$ cat config.mk
export PLATFORM = sky130hd
export DESIGN_NAME = dmp_req_sequencer
export DESIGN_NICKNAME = d
export VERILOG_FILES = /design/src/rtl/dmp_req_sequencer_pkg.sv /design/src/rtl/dmp_req_sequencer_arb.sv /design/src/rtl/dmp_req_sequencer.sv
export SDC_FILE = /design/constraint.sdc
export NUM_CORES = 1
export LEC_CHECK = 0
export CAP_MARGIN = 20
export CORE_AREA = 4 4 125 127
export DETAILED_ROUTE_END_ITERATION = 16
export DIE_AREA = 0 0 129 131
export PLACE_DENSITY = 0.74
export SLEW_MARGIN = 20
export SYNTH_ARGS = -nofsm -noshare
export SYNTH_HDL_FRONTEND = slang
export SYNTH_SLANG_ARGS = --single-unit
$ cat constraint.sdc
create_clock -name clk -period 2 [get_ports clk]
set_clock_uncertainty 0.1 [all_clocks]
set_input_delay 0.4 -clock clk [delete_from_list [all_inputs] [get_ports clk]]
set_output_delay 0.4 -clock clk [all_outputs]
set_load 0.02 [all_outputs]
$ cat src/rtl/dmp_req_sequencer_pkg.sv
// Shared encodings for the DMP request sequencer: FSM states, target and owner codes,
// the latched request record and the target-priority helper.
package dmp_req_sequencer_pkg;

  localparam logic [1:0] S_IDLE   = 2'd0;
  localparam logic [1:0] S_DECODE = 2'd1;
  localparam logic [1:0] S_ISSUE  = 2'd2;
  localparam logic [1:0] S_WAIT   = 2'd3;

  localparam logic [1:0] TGT_LDST = 2'd0;
  localparam logic [1:0] TGT_CODE = 2'd1;
  localparam logic [1:0] TGT_PER  = 2'd2;
  localparam logic [1:0] TGT_Q    = 2'd3;

  localparam logic OWN_PIPE = 1'b0;
  localparam logic OWN_DBG  = 1'b1;

  typedef struct packed {
    logic [31:0] addr;
    logic        wr;
    logic [31:0] wdata;
  } dmp_req_t;

  // Overlapping decoder hits resolve ldst > code > per; no hit falls through to the queue.
  function automatic logic [1:0] tgt_sel(input logic ldst, input logic code, input logic per);
    logic [1:0] sel;
    if (ldst)      sel = TGT_LDST;
    else if (code) sel = TGT_CODE;
    else if (per)  sel = TGT_PER;
    else           sel = TGT_Q;
    return sel;
  endfunction

endpackage

$ cat src/rtl/dmp_req_sequencer_arb.sv
// Pipe-vs-debug winner pick for the DMP port. Pipe wins unless debug has already been
// passed over DBG_STARVE_MAX times while waiting.
module dmp_req_sequencer_arb #(
  parameter int DBG_STARVE_MAX = 4
) (
  input  logic clk,
  input  logic rst_a,
  input  logic en,
  input  logic pipe_req,
  input  logic dbg_req,
  output logic grant_pipe,
  output logic grant_dbg
);

  localparam int STV_W = $clog2(DBG_STARVE_MAX + 1);
  localparam logic [STV_W-1:0] STV_MAX = STV_W'(DBG_STARVE_MAX);

  logic [STV_W-1:0] starve;
  logic             force_dbg;

  assign force_dbg = (starve == STV_MAX);

  always_comb begin
    grant_pipe = en && pipe_req && !(dbg_req && force_dbg);
    grant_dbg  = en && dbg_req && (!pipe_req || force_dbg);
  end

  // Only IDLE cycles count; the counter saturates at the force threshold.
  always_ff @(posedge clk or negedge rst_a) begin
    if (!rst_a) begin
      starve <= '0;
    end else if (en) begin
      if (grant_dbg || !dbg_req)       starve <= '0;
      else if (grant_pipe && !force_dbg) starve <= starve + 1'b1;
    end
  end

endmodule

$ cat src/rtl/dmp_req_sequencer.sv
// Routes one pipe or debug request at a time over the single DMP port to the decoded
// target, waits for completion or timeout, and returns a one-cycle response.
module dmp_req_sequencer
  import dmp_req_sequencer_pkg::*;
#(
  parameter int DBG_STARVE_MAX = 4,
  parameter int TIMEOUT_CYCLES = 255,
  parameter int CNT_W          = 8
) (
  input  logic        clk,
  input  logic        rst_a,
  input  logic        pipe_req,
  input  logic [31:0] pipe_addr,
  input  logic        pipe_wr,
  input  logic [31:0] pipe_wdata,
  output logic        pipe_ack,
  input  logic        dbg_req,
  input  logic [31:0] dbg_addr,
  input  logic        dbg_wr,
  input  logic [31:0] dbg_wdata,
  output logic        dbg_ack,
  output logic [31:0] dmp_addr,
  input  logic        is_ldst_ram,
  input  logic        is_code_ram,
  input  logic        is_peripheral,
  input  logic        ifetch_busy,
  output logic        tgt_req_ldst,
  output logic        tgt_req_code,
  output logic        tgt_req_per,
  output logic        tgt_req_q,
  output logic        tgt_wr,
  output logic [31:0] tgt_wdata,
  input  logic        tgt_rvalid,
  input  logic [31:0] tgt_rdata,
  output logic        rsp_valid,
  output logic        rsp_owner,
  output logic        rsp_err,
  output logic [31:0] rsp_rdata
);

  localparam logic [CNT_W-1:0] TMO = CNT_W'(TIMEOUT_CYCLES);

  logic [1:0]       state;
  logic [1:0]       sel;
  logic             own;
  logic [CNT_W-1:0] cnt;
  dmp_req_t         cur;
  dmp_req_t         pipe_rq;
  dmp_req_t         dbg_rq;
  logic             grant_pipe;
  logic             grant_dbg;
  logic             issue_hold;
  logic             strobe;
  logic             done_ok;
  logic             done_to;

  assign pipe_rq = '{addr: pipe_addr, wr: pipe_wr, wdata: pipe_wdata};
  assign dbg_rq  = '{addr: dbg_addr,  wr: dbg_wr,  wdata: dbg_wdata};

  dmp_req_sequencer_arb #(
    .DBG_STARVE_MAX(DBG_STARVE_MAX)
  ) u_arb (
    .clk       (clk),
    .rst_a     (rst_a),
    .en        (state == S_IDLE),
    .pipe_req  (pipe_req),
    .dbg_req   (dbg_req),
    .grant_pipe(grant_pipe),
    .grant_dbg (grant_dbg)
  );

  // Code RAM belongs to ifetch while it is busy; the strobe simply waits in ISSUE.
  assign issue_hold = (sel == TGT_CODE) && ifetch_busy;
  assign strobe     = (state == S_ISSUE) && !issue_hold;
  assign done_ok    = (state == S_WAIT) && tgt_rvalid;
  assign done_to    = (state == S_WAIT) && !tgt_rvalid && (cnt == TMO);

  assign tgt_req_ldst = strobe && (sel == TGT_LDST);
  assign tgt_req_code = strobe && (sel == TGT_CODE);
  assign tgt_req_per  = strobe && (sel == TGT_PER);
  assign tgt_req_q    = strobe && (sel == TGT_Q);

  assign dmp_addr  = cur.addr;
  assign tgt_wr    = cur.wr;
  assign tgt_wdata = cur.wdata;

  always_ff @(posedge clk or negedge rst_a) begin
    if (!rst_a) begin
      state     <= S_IDLE;
      sel       <= TGT_LDST;
      own       <= OWN_PIPE;
      cnt       <= '0;
      cur       <= '0;
      pipe_ack  <= 1'b0;
      dbg_ack   <= 1'b0;
      rsp_valid <= 1'b0;
      rsp_err   <= 1'b0;
      rsp_owner <= OWN_PIPE;
      rsp_rdata <= '0;
    end else begin
      pipe_ack  <= grant_pipe;
      dbg_ack   <= grant_dbg;
      rsp_valid <= done_ok || done_to;
      rsp_err   <= done_to;
      rsp_owner <= (done_ok || done_to) ? own : OWN_PIPE;
      rsp_rdata <= (done_ok && !cur.wr) ? tgt_rdata : '0;
      case (state)
        S_IDLE: begin
          if (grant_pipe || grant_dbg) begin
            cur   <= grant_dbg ? dbg_rq : pipe_rq;
            own   <= grant_dbg ? OWN_DBG : OWN_PIPE;
            state <= S_DECODE;
          end
        end
        S_DECODE: begin
          sel   <= tgt_sel(is_ldst_ram, is_code_ram, is_peripheral);
          state <= S_ISSUE;
        end
        S_ISSUE: begin
          if (!issue_hold) begin
            cnt   <= '0;
            state <= S_WAIT;
          end
        end
        S_WAIT: begin
          if (done_ok || done_to) state <= S_IDLE;
          else                    cnt   <= cnt + 1'b1;
        end
        default: state <= S_IDLE;
      endcase
    end
  end

endmodule

==> results of run 1 <==
-- worst paths after layout --
check | slack [ns] | cells past startpoint | to
min in group asynchronous | 0.51 | 3 | rsp_rdata[21]$_DFF_PN0_
hold / removal | 0.38 | 2 | dmp_addr[19]$_DFFE_PN0P_
setup reg to reg | -0.05 | 6 | cnt[7]$_DFFE_PN0P_
max in group asynchronous | 0.83 | 3 | pipe_ack$_DFF_PN0_
hold reg to reg | 0.38 | 2 | dmp_addr[19]$_DFFE_PN0P_
setup / recovery | -0.05 | 6 | cnt[7]$_DFFE_PN0P_
-- power by group through the flow --
| stage | logic [mW] | registers [mW] | clock network [mW] |
|---|---|---|---|
| 2_1_floorplan | 1.82 | 4.60 | 0 |
| 3_3_place_gp | 5.31 | 3.73 | 0 |
| 3_5_place_dp | 5.43 | 3.78 | 0 |
| 4_1_cts | 5.68 | 3.76 | 3.16 |
| 5_1_grt | 6.29 | 3.88 | 3.28 |
| 6_report | 5.86 | 3.76 | 3.09 |
-- registers in the layout, summed over array words and instances, names as in the netlist --
register	cells
rsp_owner	1
cnt	8
tgt_wdata	32
rsp_rdata	32
pipe_ack	1
rsp_valid	1
own	1
rsp_err	1
sel	2
u_arb.starve	3
state	2
tgt_wr	1
dmp_addr	32
dbg_ack	1
-- metal layers --
layer / part of all wire (%) / vias up / GRT usage, % / wire [um]
met5: 0 / - / 0 / 0
met3: 10 / 20 / 10.0 / 1780
met4: 1.6 / 0 / 6.05 / 269
met2: 52 / 210 / 34.7 / 8880
li1: - / 2241 / - / -
met1: 36 / 2218 / 20.0 / 6110
-- per-stage QoR --
step	TNS [ns]	power, mW	hold WS, ns
global route	-0.927	13.4	0.399
global placement	-0.498	9.03	0.363
finish	-0.0535	12.7	0.375
floorplan	0	6.43	0.00441
detailed placement	-1.24	9.21	0.369
CTS	-0.0474	12.6	0.382
-- worst min-delay path, stage by stage, from the launching register on --
cell,delay [ns]
dfrtp_1,0.34
nand2_1,0.04
o21ai_0,0.06
-- placed cells by master, fill, tap and decap left out, drive strengths merged, types with 2 or more instances in the layout --
cell	synthesis	layout
a31oi	10	10
and2	33	33
nor3	2	2
mux2	3	3
buf	8	37
o21ai	70	70
nand2	75	75
clkinv	0	7
nand2b	2	2
mux2i	66	66
o21a	3	3
nor2	8	8
clkbuf	19	19
a21oi	5	5
dfrtp	118	118
bufinv	0	3
inv	14	17
nand3	6	6
o31ai	4	4
clkdlybuf4s50	0	269
o31a	2	2
o211ai	2	2
ha	8	8
o22ai	2	2
-- cell families after synthesis --
family          count (synthesis)
compound gates                102
fa+ha+maj                       8
buf+inv                        41
flops                         118
mux                            69
simple gates                  136
-- layout make-up --
cell class	count	share of cell area (%)
repair buffers	311	34.7
flip-flops and latches	118	31.8
multi-input cells	315	23.9
clock buffers	17	4.58
well taps	184	2.48
clock inverters	14	1.91
inverters	14	0.593
-- what timing repair did --
action                                 4_1_cts  5_1_grt
buffers inserted                             3        1
setup endpoints to repair                   14       45
resized for setup                           34       52
pin swaps                                    5        0
endpoints found under the hold margin        7        0
gates cloned                                 3        2
hold buffers                                 1        0
==> results.tsv, run 1 <==
stage	metric	value	unit
timing	Max Slew Vio Count	0	
setup_path	Worst R2R Start	state[1]$_DFFE_PN0P_	
timing	final hold violations	0	
setup_path	CP required	2.22	ns
logic_synthesis	number of flops mapped to enable cells by yosys	0	
pwr	Pint	8.10	mW
die	floorplan core area	14400	um2
clock_network	CTS Sinks	118	
timing	Slew HR	58.5	%
flow_run	max capacitance violation total	0	
logic_synthesis	net count after synthesis	653	
logic_synthesis	area leader, netlist	dfrtp_1	
logic_synthesis	multiplexer share of the synthesized area	13.5	%
logic_synthesis	Post-synth top cells	118 x dfrtp_1, 75 x nand2_1, 66 x mux2i_1, 39 x o21ai_0, 33 x and2_1	
die	row cnt	44	
global_routing	Congestion Overflow GR	0	
min_path	Hold Crit Class	register to register	
clock_network	clock-pin slew on the worst setup and hold paths	0.05	ns
die	starting density of the core	35.7	%
logic_synthesis	Cells after Synth	474	
logic_synthesis	FF+latch count, synth	118	
clock_network	Worst-Skew Late Latency	0.41	ns
setup_path	number of buffers and inverters on the critical path	1	
pwr	combinational power share	46.1	%
global_routing	number of global-route vias before repair	5005	
timing	fin crit share	103	%
placement	Placed Area	8310	um2
logic_synthesis	Syn. warnings	0	
setup_path	CP delay by family, top	compound AO/OA/AOI/OAI gates	
timing	RSZ-0062 raised after global routing	true	
die	die area	16900	um2
drt	Post-Route WL	17000	um
timing	Max Fclk	0.487	GHz
setup_path	slowest cell delay on critical path	0.42	ns
global_routing	largest net degree at the start of global routing	119	
setup_path	Worst setup EP type	register	
pwr	Max IR drop VDD	652	uV
pwr	Pleak	3.91	nW
logic_synthesis	XOR/XNOR share of the synthesized area	0	%
clock_network	CTS root buf	clkbuf_16	
placement	# port buffers	276	
cells_and_area	proportion of layout cells with a drive suffix above 1	13.7	%
clock_network	CTS H-tree depth	4	
placement	Post-Place Cells	933	
logic_synthesis	Seq/Total Area, Yosys	57.3	%
die	floorplan die height	131	um
pwr	Switching Share	36.3	%
global_routing	total track usage	19.5	%
placement	pre-CTS setup slack	-0.226	ns
run_status	status	complete, but fails checks	
die	I/O pins	277	
setup_path	critical path's slowest cell	o41a_1	
pwr	clock share of power	24.3	%
logic_synthesis	top cell type's share of synthesized area	57.3	%
timing	final worst slack	-0.0535	ns
cells_and_area	Register Area	2950	um2
die	DIE WIDTH	129	um
timing	# setup viols final	1	
setup_path	critical path launch point	state[1]$_DFFE_PN0P_	
cells_and_area	Final Cell Area	9290	um2
pwr	Net Sw Power	4.61	mW
setup_path	CP Launch Type	register	
placement	gpl congestion	0.812	
cells_and_area	Area Growth Syn to Fin	80.3	%
logic_synthesis	Synth Flop Type	dfrtp_1	
placement	Final HPWL DP	12400	um
logic_synthesis	leading post-synthesis cells by cell area	dfrtp_1 57%, mux2i_1 13%, nand2_1 5.5%, and2_1 4.0%, o21ai_0 3.8%	
setup_path	CP Max Fanout	5	
setup_path	Critical Path AT	2.27	ns
clock_network	CTS Buffer Depth	2	
logic_synthesis	ys async rst share	100	%
pwr	register share of total power	29.6	%
logic_synthesis	Synth Area per Inst	10.9	um2
cells_and_area	ant diodes	0	
timing	Worst-Margin Slew	0.622	ns
cells_and_area	filler instances	1126	
drt	drt first pass iters	5	
drt	vias per inst	4.82	
min_path	worst hold start	dmp_addr[19]$_DFFE_PN0P_	
drt	DR vias	4689	
timing	fin crit period	2.05	ns
drt	drt drc	0	
setup_path	critical path cell sequence	ha_4, buf_6, and4b_1, or3_4, o41a_1, a31oi_1	
cells_and_area	Post-Route Utilization	64.4	%
run_status	failing checks	negative setup slack	
setup_path	critical path class	register to register	
global_routing	first-pass GRT wire length	25000	um
global_routing	number of antenna violations at the first check in global routing	0	
logic_synthesis	post-synth cell types	38	
logic_synthesis	post-synthesis simple-gate area fraction	12.7	%
drt	routed len/inst	17.5	um
drt	DRT iter0 DRCs	189	
logic_synthesis	Mapped Area	5150	um2
cells_and_area	nets	956	
cells_and_area	Multi-input gate area	2220	um2
logic_synthesis	cell with the most instances after synthesis	dfrtp_1	
pwr	pwr dens	1370	nW/um2
logic_synthesis	adder-cell share of the synthesized area	1.94	%
clock_network	CTS Buf Count	17	
cells_and_area	fin cells	973	
logic_synthesis	main combinational cell family by area after synthesis	multiplexers	
logic_synthesis	Synth Area in Compound Gates	11.1	%
clock_network	CTS tree	yes	
drt	Routed Antenna Nets	0	
Power figures use the tool's default switching activity.
==> run 2, diff against run 1 <==
--- a/config.mk
+++ b/config.mk
@@ -6,9 +6,9 @@
 export NUM_CORES = 1
 export LEC_CHECK = 0
 export CAP_MARGIN = 20
-export CORE_AREA = 4 4 125 127
+export CORE_AREA = 5 5 126 128
 export DETAILED_ROUTE_END_ITERATION = 16
-export DIE_AREA = 0 0 129 131
+export DIE_AREA = 0 0 131 133
 export PLACE_DENSITY = 0.74
 export SLEW_MARGIN = 20
 export SYNTH_ARGS = -nofsm -noshare
==> results.tsv, run 2 (same netlist as run 1, synthesis figures left out) <==
stage	metric	value	unit	change
run_status	status	complete, no violations		was complete, but fails checks
placement	gpl congestion	0.814		was 0.812
setup_path	Reg2Reg Capture Point	cnt[7]$_DFFE_PN0P_		unchanged
pwr	Max IR drop VDD	698	uV	was 652 uV
setup_path	CP required	2.23	ns	was 2.22 ns
drt	routed len/inst	17.1	um	was 17.5 um
clock_network	clock-pin slew on the worst setup and hold paths	0.06	ns	was 0.05 ns
setup_path	critical path launch point	state[1]$_DFFE_PN0P_		unchanged
drt	DR vias	4658		was 4689
setup_path	worst reg2reg path depth	6		unchanged
setup_path	Worst setup EP type	register		unchanged
pwr	Pleak	3.90	nW	was 3.91 nW
setup_path	Worst Setup EP	cnt[7]$_DFFE_PN0P_		unchanged
setup_path	critical path cell sequence	ha_4, buf_6, and4b_1, or3_4, o41a_1, a31oi_1		unchanged
die	die area	17400	um2	was 16900 um2
placement	Placed Area	8410	um2	was 8310 um2
global_routing	total track usage	19.2	%	was 19.5%
drt	Routed Antenna Nets	0		unchanged
drt	Post-Route WL	16900	um	was 17000 um
setup_path	CP Max Fanout	5		unchanged
clock_network	CTS Buffer Depth	2		unchanged
global_routing	number of antenna violations at the first check in global routing	0		unchanged
cells_and_area	ant diodes	0		unchanged
timing	# setup viols final	0		was 1
placement	pre-CTS setup slack	-0.231	ns	was -0.226 ns
clock_network	Worst-Skew Late Latency	0.41	ns	about the same
die	floorplan core area	14800	um2	was 14400 um2
cells_and_area	fin cells	985		was 973
setup_path	R2R setup slack	0.01	ns	was -0.05 ns
timing	Max Slew Vio Count	0		unchanged
die	I/O pins	277		unchanged
timing	RSZ-0062 raised after global routing	true		unchanged
die	starting density of the core	34.9	%	was 35.7%
setup_path	CP Launch Type	register		unchanged
cells_and_area	nets	963		was 956
clock_network	CTS tree	yes		unchanged
clock_network	CTS Buf Count	17		unchanged
cells_and_area	proportion of layout cells with a drive suffix above 1	13.2	%	was 13.7%
cells_and_area	Final Cell Area	9210	um2	was 9290 um2
pwr	pwr dens	1370	nW/um2	about the same
global_routing	number of global-route vias before repair	4972		was 5005
clock_network	CTS Sinks	118		unchanged
cells_and_area	Area Growth Syn to Fin	78.9	%	was 80.3%
setup_path	slowest cell delay on critical path	0.41	ns	was 0.42 ns
placement	# port buffers	276		unchanged
clock_network	CTS H-tree depth	4		unchanged
setup_path	Worst R2R Start	state[1]$_DFFE_PN0P_		unchanged
timing	final worst slack	0.0110	ns	was -0.0535 ns
setup_path	critical path's slowest cell	dfrtp_1		was o41a_1
timing	Slew HR	71.5	%	was 58.5%
flow_run	max capacitance violation total	0		unchanged
die	floorplan die height	133	um	was 131 um
timing	setup tns final	0	ns	was -0.0535 ns
drt	drt drc	0		unchanged
setup_path	critical path class	register to register		unchanged
min_path	Hold Crit Class	input pin to async pin		was register to register
global_routing	largest net degree at the start of global routing	83		was 119
timing	Max Fclk	0.503	GHz	was 0.487 GHz
global_routing	Congestion Overflow GR	0		unchanged
die	DIE WIDTH	131	um	was 129 um
clock_network	CTS root buf	clkbuf_16		unchanged
placement	Post-Place Cells	945		was 933
timing	final hold violations	0		unchanged
cells_and_area	most frequent cells in the layout	271 x clkdlybuf4s50_1, 118 x dfrtp_1, 74 x nand2_1		was 269 x clkdlybuf4s50_1, 118 x dfrtp_1, 75 x nand2_1
timing	Worst-Margin Slew	0.424	ns	was 0.622 ns
global_routing	first-pass GRT wire length	25600	um	was 25000 um
timing	fin crit share	99.5	%	was 103%
drt	DRT iter0 DRCs	132		was 189
die	row cnt	45		was 44
placement	Final HPWL DP	12900	um	was 12400 um
setup_path	Critical Path AT	2.22	ns	was 2.27 ns
drt	drt first pass iters	4		was 5
cells_and_area	most common cell after layout, fill and taps aside	clkdlybuf4s50_1		unchanged
drt	vias per inst	4.73		was 4.82
timing	fin crit period	1.99	ns	was 2.05 ns
## run 2: changes by cell type in the layout (fill, tap and decap cells not counted), sizes merged
| cell | before | now |
|---|---|---|
| dlygate4sd2 | 1 | 0 |
| clkinvlp | 1 | 2 |
| bufinv | 3 | 4 |
| clkinv | 7 | 6 |
| buf | 37 | 45 |
| inv | 17 | 16 |
| dlymetal6s2s | 1 | 0 |
| clkdlybuf4s50 | 269 | 271 |
## run 2: worst min path at each step
stage               start                   endpoint  slack (ns)  cells past startpoint
floorplan           rst_a         cnt[0]$_DFFE_PN0P_       0.004                      0
global placement    rst_a   tgt_wdata[3]$_DFFE_PN0P_        0.15                      1
detailed placement  rst_a   tgt_wdata[3]$_DFFE_PN0P_        0.15                      1
CTS                 rst_a    dmp_addr[6]$_DFFE_PN0P_        0.25                      2
global route        rst_a  tgt_wdata[31]$_DFFE_PN0P_        0.27                      2
finish              rst_a   tgt_wdata[4]$_DFFE_PN0P_        0.27                      2
## run 2: through the flow
step           util, %  hold slack, ns  power, mW
6_report          62.4           0.271       12.6
5_1_grt           62.4           0.272       13.4
4_1_cts           61.4           0.247       12.6
3_5_place_dp      57.0           0.153       9.26
3_3_place_gp      57.0           0.149       9.09
2_1_floorplan        -         0.00441       6.43
## run 2: final cells by class
cell class,instances,area (um2)
repair buffers,318,3200
clock inverters,14,201
inverters,14,52.6
flip-flops and latches,118,2950
clock buffers,18,429
well taps,188,235
fillers,1140,5540
multi-input cells,315,2140
## run 2: power breakdown
group          internal (mW)  switching, mW
clock                   2.10           1.14
sequential              3.25          0.500
combinational           2.78           2.87
total                   8.13           4.51
## run 2: per-layer routing
metal / share of wire [%] / GRT usage, % / routed length [um]
met5: 0 / 0 / 0
met4: 1.9 / 6.57 / 314
met3: 11 / 9.77 / 1930
met2: 51 / 32.4 / 8580
met1: 36 / 20.6 / 6030
## run 2: critical path, delay by kind of cell (launching register included)
kind	cells	cell delay, ns
buffers and inverters	1	0.12
DFF	1	0.41
and+or+nand+nor	2	0.59
AOI/OAI and AO/OA	2	0.53
adders and majority gates	1	0.18
## run 2: repair_timing
action | 4_1_cts | 5_1_grt
resized for setup | 21 | 37
setup endpoints to repair | 7 | 61
setup buffers | 2 | 4
cloned | 0 | 1
hold buffers | 1 | 0
endpoints found under the hold margin | 96 | 0
pin swaps | 2 | 1
==> RTL edit 1: new RTL, settings of run 2 <==
Reset style: synchronous (`rst_a`), changed in 2 clocked blocks.
--- a/src/rtl/dmp_req_sequencer_arb.sv
+++ b/src/rtl/dmp_req_sequencer_arb.sv
@@ -26,7 +26,7 @@
   end
 
   // Only IDLE cycles count; the counter saturates at the force threshold.
-  always_ff @(posedge clk or negedge rst_a) begin
+  always_ff @(posedge clk) begin
     if (!rst_a) begin
       starve <= '0;
     end else if (en) begin
--- a/src/rtl/dmp_req_sequencer.sv
+++ b/src/rtl/dmp_req_sequencer.sv
@@ -84,7 +84,7 @@
   assign tgt_wr    = cur.wr;
   assign tgt_wdata = cur.wdata;
 
-  always_ff @(posedge clk or negedge rst_a) begin
+  always_ff @(posedge clk) begin
     if (!rst_a) begin
       state     <= S_IDLE;
       sel       <= TGT_LDST;
Function: differs if rst_a is asserted again (counterexample within 4 cycles, from zero or initial values and one cycle with rst_a low); with rst_a held inactive, the same outputs for 10 cycles.
==> RTL edit 1 against run 2 <==
- critical path depth down 5
- worst setup slack better by 65 ps
- design area down 8.0%
- sequential share of layout area down 4.2 points
- total power down 17%
- register-to-register slack better by 120 ps
- wire length up 1.9%
- sequential cell count unchanged
- area after synthesis down 9.2%
- fmax up 3.4%
- die area unchanged
==> RTL edit 1: results <==
[run_status]
status = "finished, final reports clean"

[critical_path]
r2r_start = "state[1]$_SDFFE_PN0P_"
cpMaxStageDelayCell = "clkdlybuf4s50_1"
critPathMaxStageDelay_ps = 630
rrSetupSlack_ps = 130

[finish]
nFillCells = 1334
num-nonclk-buffers = 307
seqAreaFraction_pct = 27.9
multi_input_area_share_pct = 25.3
multi_input_gates = 397
seq_area_mm2 = 0.00236

[global_routing]
use_met1_pct = 22.3
grtUsageMet2_pct = 31.1
grt_pass1_wl_um = 26200
gr-usage-all-layers_pct = 19.3

[synth]
synthTopCellsByCount = "134 x nor3_1, 118 x dfxtp_1, 79 x nor2_1"
synth.distinct_cells = 41
syn-instance-count = 566

[hold_path]
hold_path_class = "input port to flip-flop"

[detailed_routing]
wl_um = 17200
wl_met2_um = 8210
vias_per_cell = 4.79
route.met3.wl_um = 1840

[sta]
worstMarginPinSlew_ps = 553
holdWs_ps = 244
fmax_mhz = 520

[placed_design]
place_ws_ps = -201
gp_congestion = 0.828
-- RTL edit 1: cell types whose count changed in the layout (fill, tap and decap cells not counted), sizes merged, moves of 5 or more --
cell | before | now
nor3 | 2 | 134
nor2 | 8 | 79
dfrtp | 118 | 0
mux2i | 66 | 4
buf | 45 | 34
nand2 | 75 | 15
dfxtp | 0 | 118
o21ai | 70 | 75
a31oi | 10 | 5
-- RTL edit 1: what timing repair did --
item | in CTS | in global routing
setup buffers | 0 | 2
endpoints found under the hold margin | 0 | 0
gates resized for setup | 15 | 4
endpoints found under the setup margin | 4 | 40
-- RTL edit 1: power by group through the flow --
stage                     registers (mW)  clock network, mW  logic [mW]
after floorplan                     3.77                  0        1.40
after global placement              3.18                  0        4.12
after detailed placement            3.20                  0        4.13
after CTS                           3.16               3.31        4.16
after global routing                3.22               3.41        4.48
final                               3.16               3.24        4.15
==> RTL edit 2: new RTL, flow settings as in run 2 <==
Without the edit above. `DBG_STARVE_MAX` is set to 4 in 2 places; all go to 2.
--- a/src/rtl/dmp_req_sequencer_arb.sv
+++ b/src/rtl/dmp_req_sequencer_arb.sv
@@ -1,7 +1,7 @@
 // Pipe-vs-debug winner pick for the DMP port. Pipe wins unless debug has already been
 // passed over DBG_STARVE_MAX times while waiting.
 module dmp_req_sequencer_arb #(
-  parameter int DBG_STARVE_MAX = 4
+  parameter int DBG_STARVE_MAX = 2
 ) (
   input  logic clk,
   input  logic rst_a,
--- a/src/rtl/dmp_req_sequencer.sv
+++ b/src/rtl/dmp_req_sequencer.sv
@@ -3,7 +3,7 @@
 module dmp_req_sequencer
   import dmp_req_sequencer_pkg::*;
 #(
-  parameter int DBG_STARVE_MAX = 4,
+  parameter int DBG_STARVE_MAX = 2,
   parameter int TIMEOUT_CYCLES = 255,
   parameter int CNT_W          = 8
 ) (
Function: changed (a bounded check fails within 10 cycles, from zero or initial values and one cycle with rst_a low).
==> RTL edit 2 against run 2 <==
- the run now ends with negative hold slack left
- wire length fell by 12%
- worst setup slack improved by 70 ps
- critical path depth fell by 5
- total power fell by 9.0%
- design area fell by 4.0%
- die area is the same
- sequential cell count down 1
- non-clock buffer count is 10 lower
- area after synthesis is 2.0% lower
- via count fell by 4.7%
- core utilization shrank 2.5 points
==> RTL edit 2: results <==
[finish]
drive_above_1_share_pct = 10.8

[run_status]
violations = "negative hold slack"
status = "finished with violations"

[placed_design]
dp.final_hpwl_um = 11700
gp_congestion = 0.825
dpl.cell_count = 925

[synth]
synthMuxAreaShare_pct = 14.1
syn_nets = 633
synth_xor_area_share_pct = 0.174
synthTopCellsByCount = "117 x dfrtp_1, 73 x nand2_1, 70 x o21ai_0"
synthTopCellsByArea = "dfrtp_1 58%, mux2i_1 13%, o21ai_0 6.9%"
synth_fa_ha_area_share_pct = 1.74
syn_avg_cell_area_um2 = 11.1
seq_area_frac_synth_pct = 58.0

[power_and_ir_drop]
p_sw_mw = 4.20
power.leakage_nw = 4.26
irDropWorstVdd_mv = 0.660

[clocking]
postCtsSetupRepairBufs = 0
cts-resized-gates = 19

[detailed_routing]
wl_met2_um = 7500
vias_per_cell = 4.64
met1_length_um = 5210
wl_um = 14800
route.met3.wl_um = 1800
wire_per_inst_um = 15.5

[critical_path]
critPathMaxStageDelay_ps = 630
cpLargestDelayFamily = "buffers and inverters"
cpMaxStageDelayCell = "clkdlybuf4s50_1"
r2r_cells = 8

[global_routing]
met3_usage_pct = 7.71
use_met1_pct = 18.0
grtUsageMet2_pct = 29.6
grt_pass1_wl_um = 23300
grt_max_degree = 118

[sta]
holdWs_ps = -86.6
slew_headroom_pct = 52.9
hold_viol = 39
==> RTL edit 2: metrics by stage <==
stage                     setup WS (ps)  setup TNS, ps  total power, mW  area, um2  hold slack [ps]
after floorplan                    69.8              0             6.13       5050             4.41
after global placement             -221          -3810             8.68       8290              362
after detailed placement           -253          -5650             8.83       8290              370
after CTS                          2.63              0             11.6       8830             6.10
after global routing               21.6              0             12.3       8840             43.5
final                              81.1              0             11.5       8840            -86.6
==> RTL edit 2: power by group through the flow <==
stage	Sequential [mW]	Combinational, mW	Clock [mW]
final	3.65	5.09	2.75
after global routing	3.78	5.54	2.95
after CTS	3.66	5.15	2.82
after detailed placement	3.69	5.14	0
after global placement	3.64	5.03	0
after floorplan	4.54	1.58	0
==> RTL edit 2: area by class of cell <==
cell class | count | area [um2]
fill | 1211 | 5910
timing repair buffer | 308 | 3080
sequential | 117 | 2930
multi-input combinational | 303 | 2020
clock buffer | 17 | 425
tap | 188 | 235
clock inverter | 15 | 120
inverter | 9 | 33.8
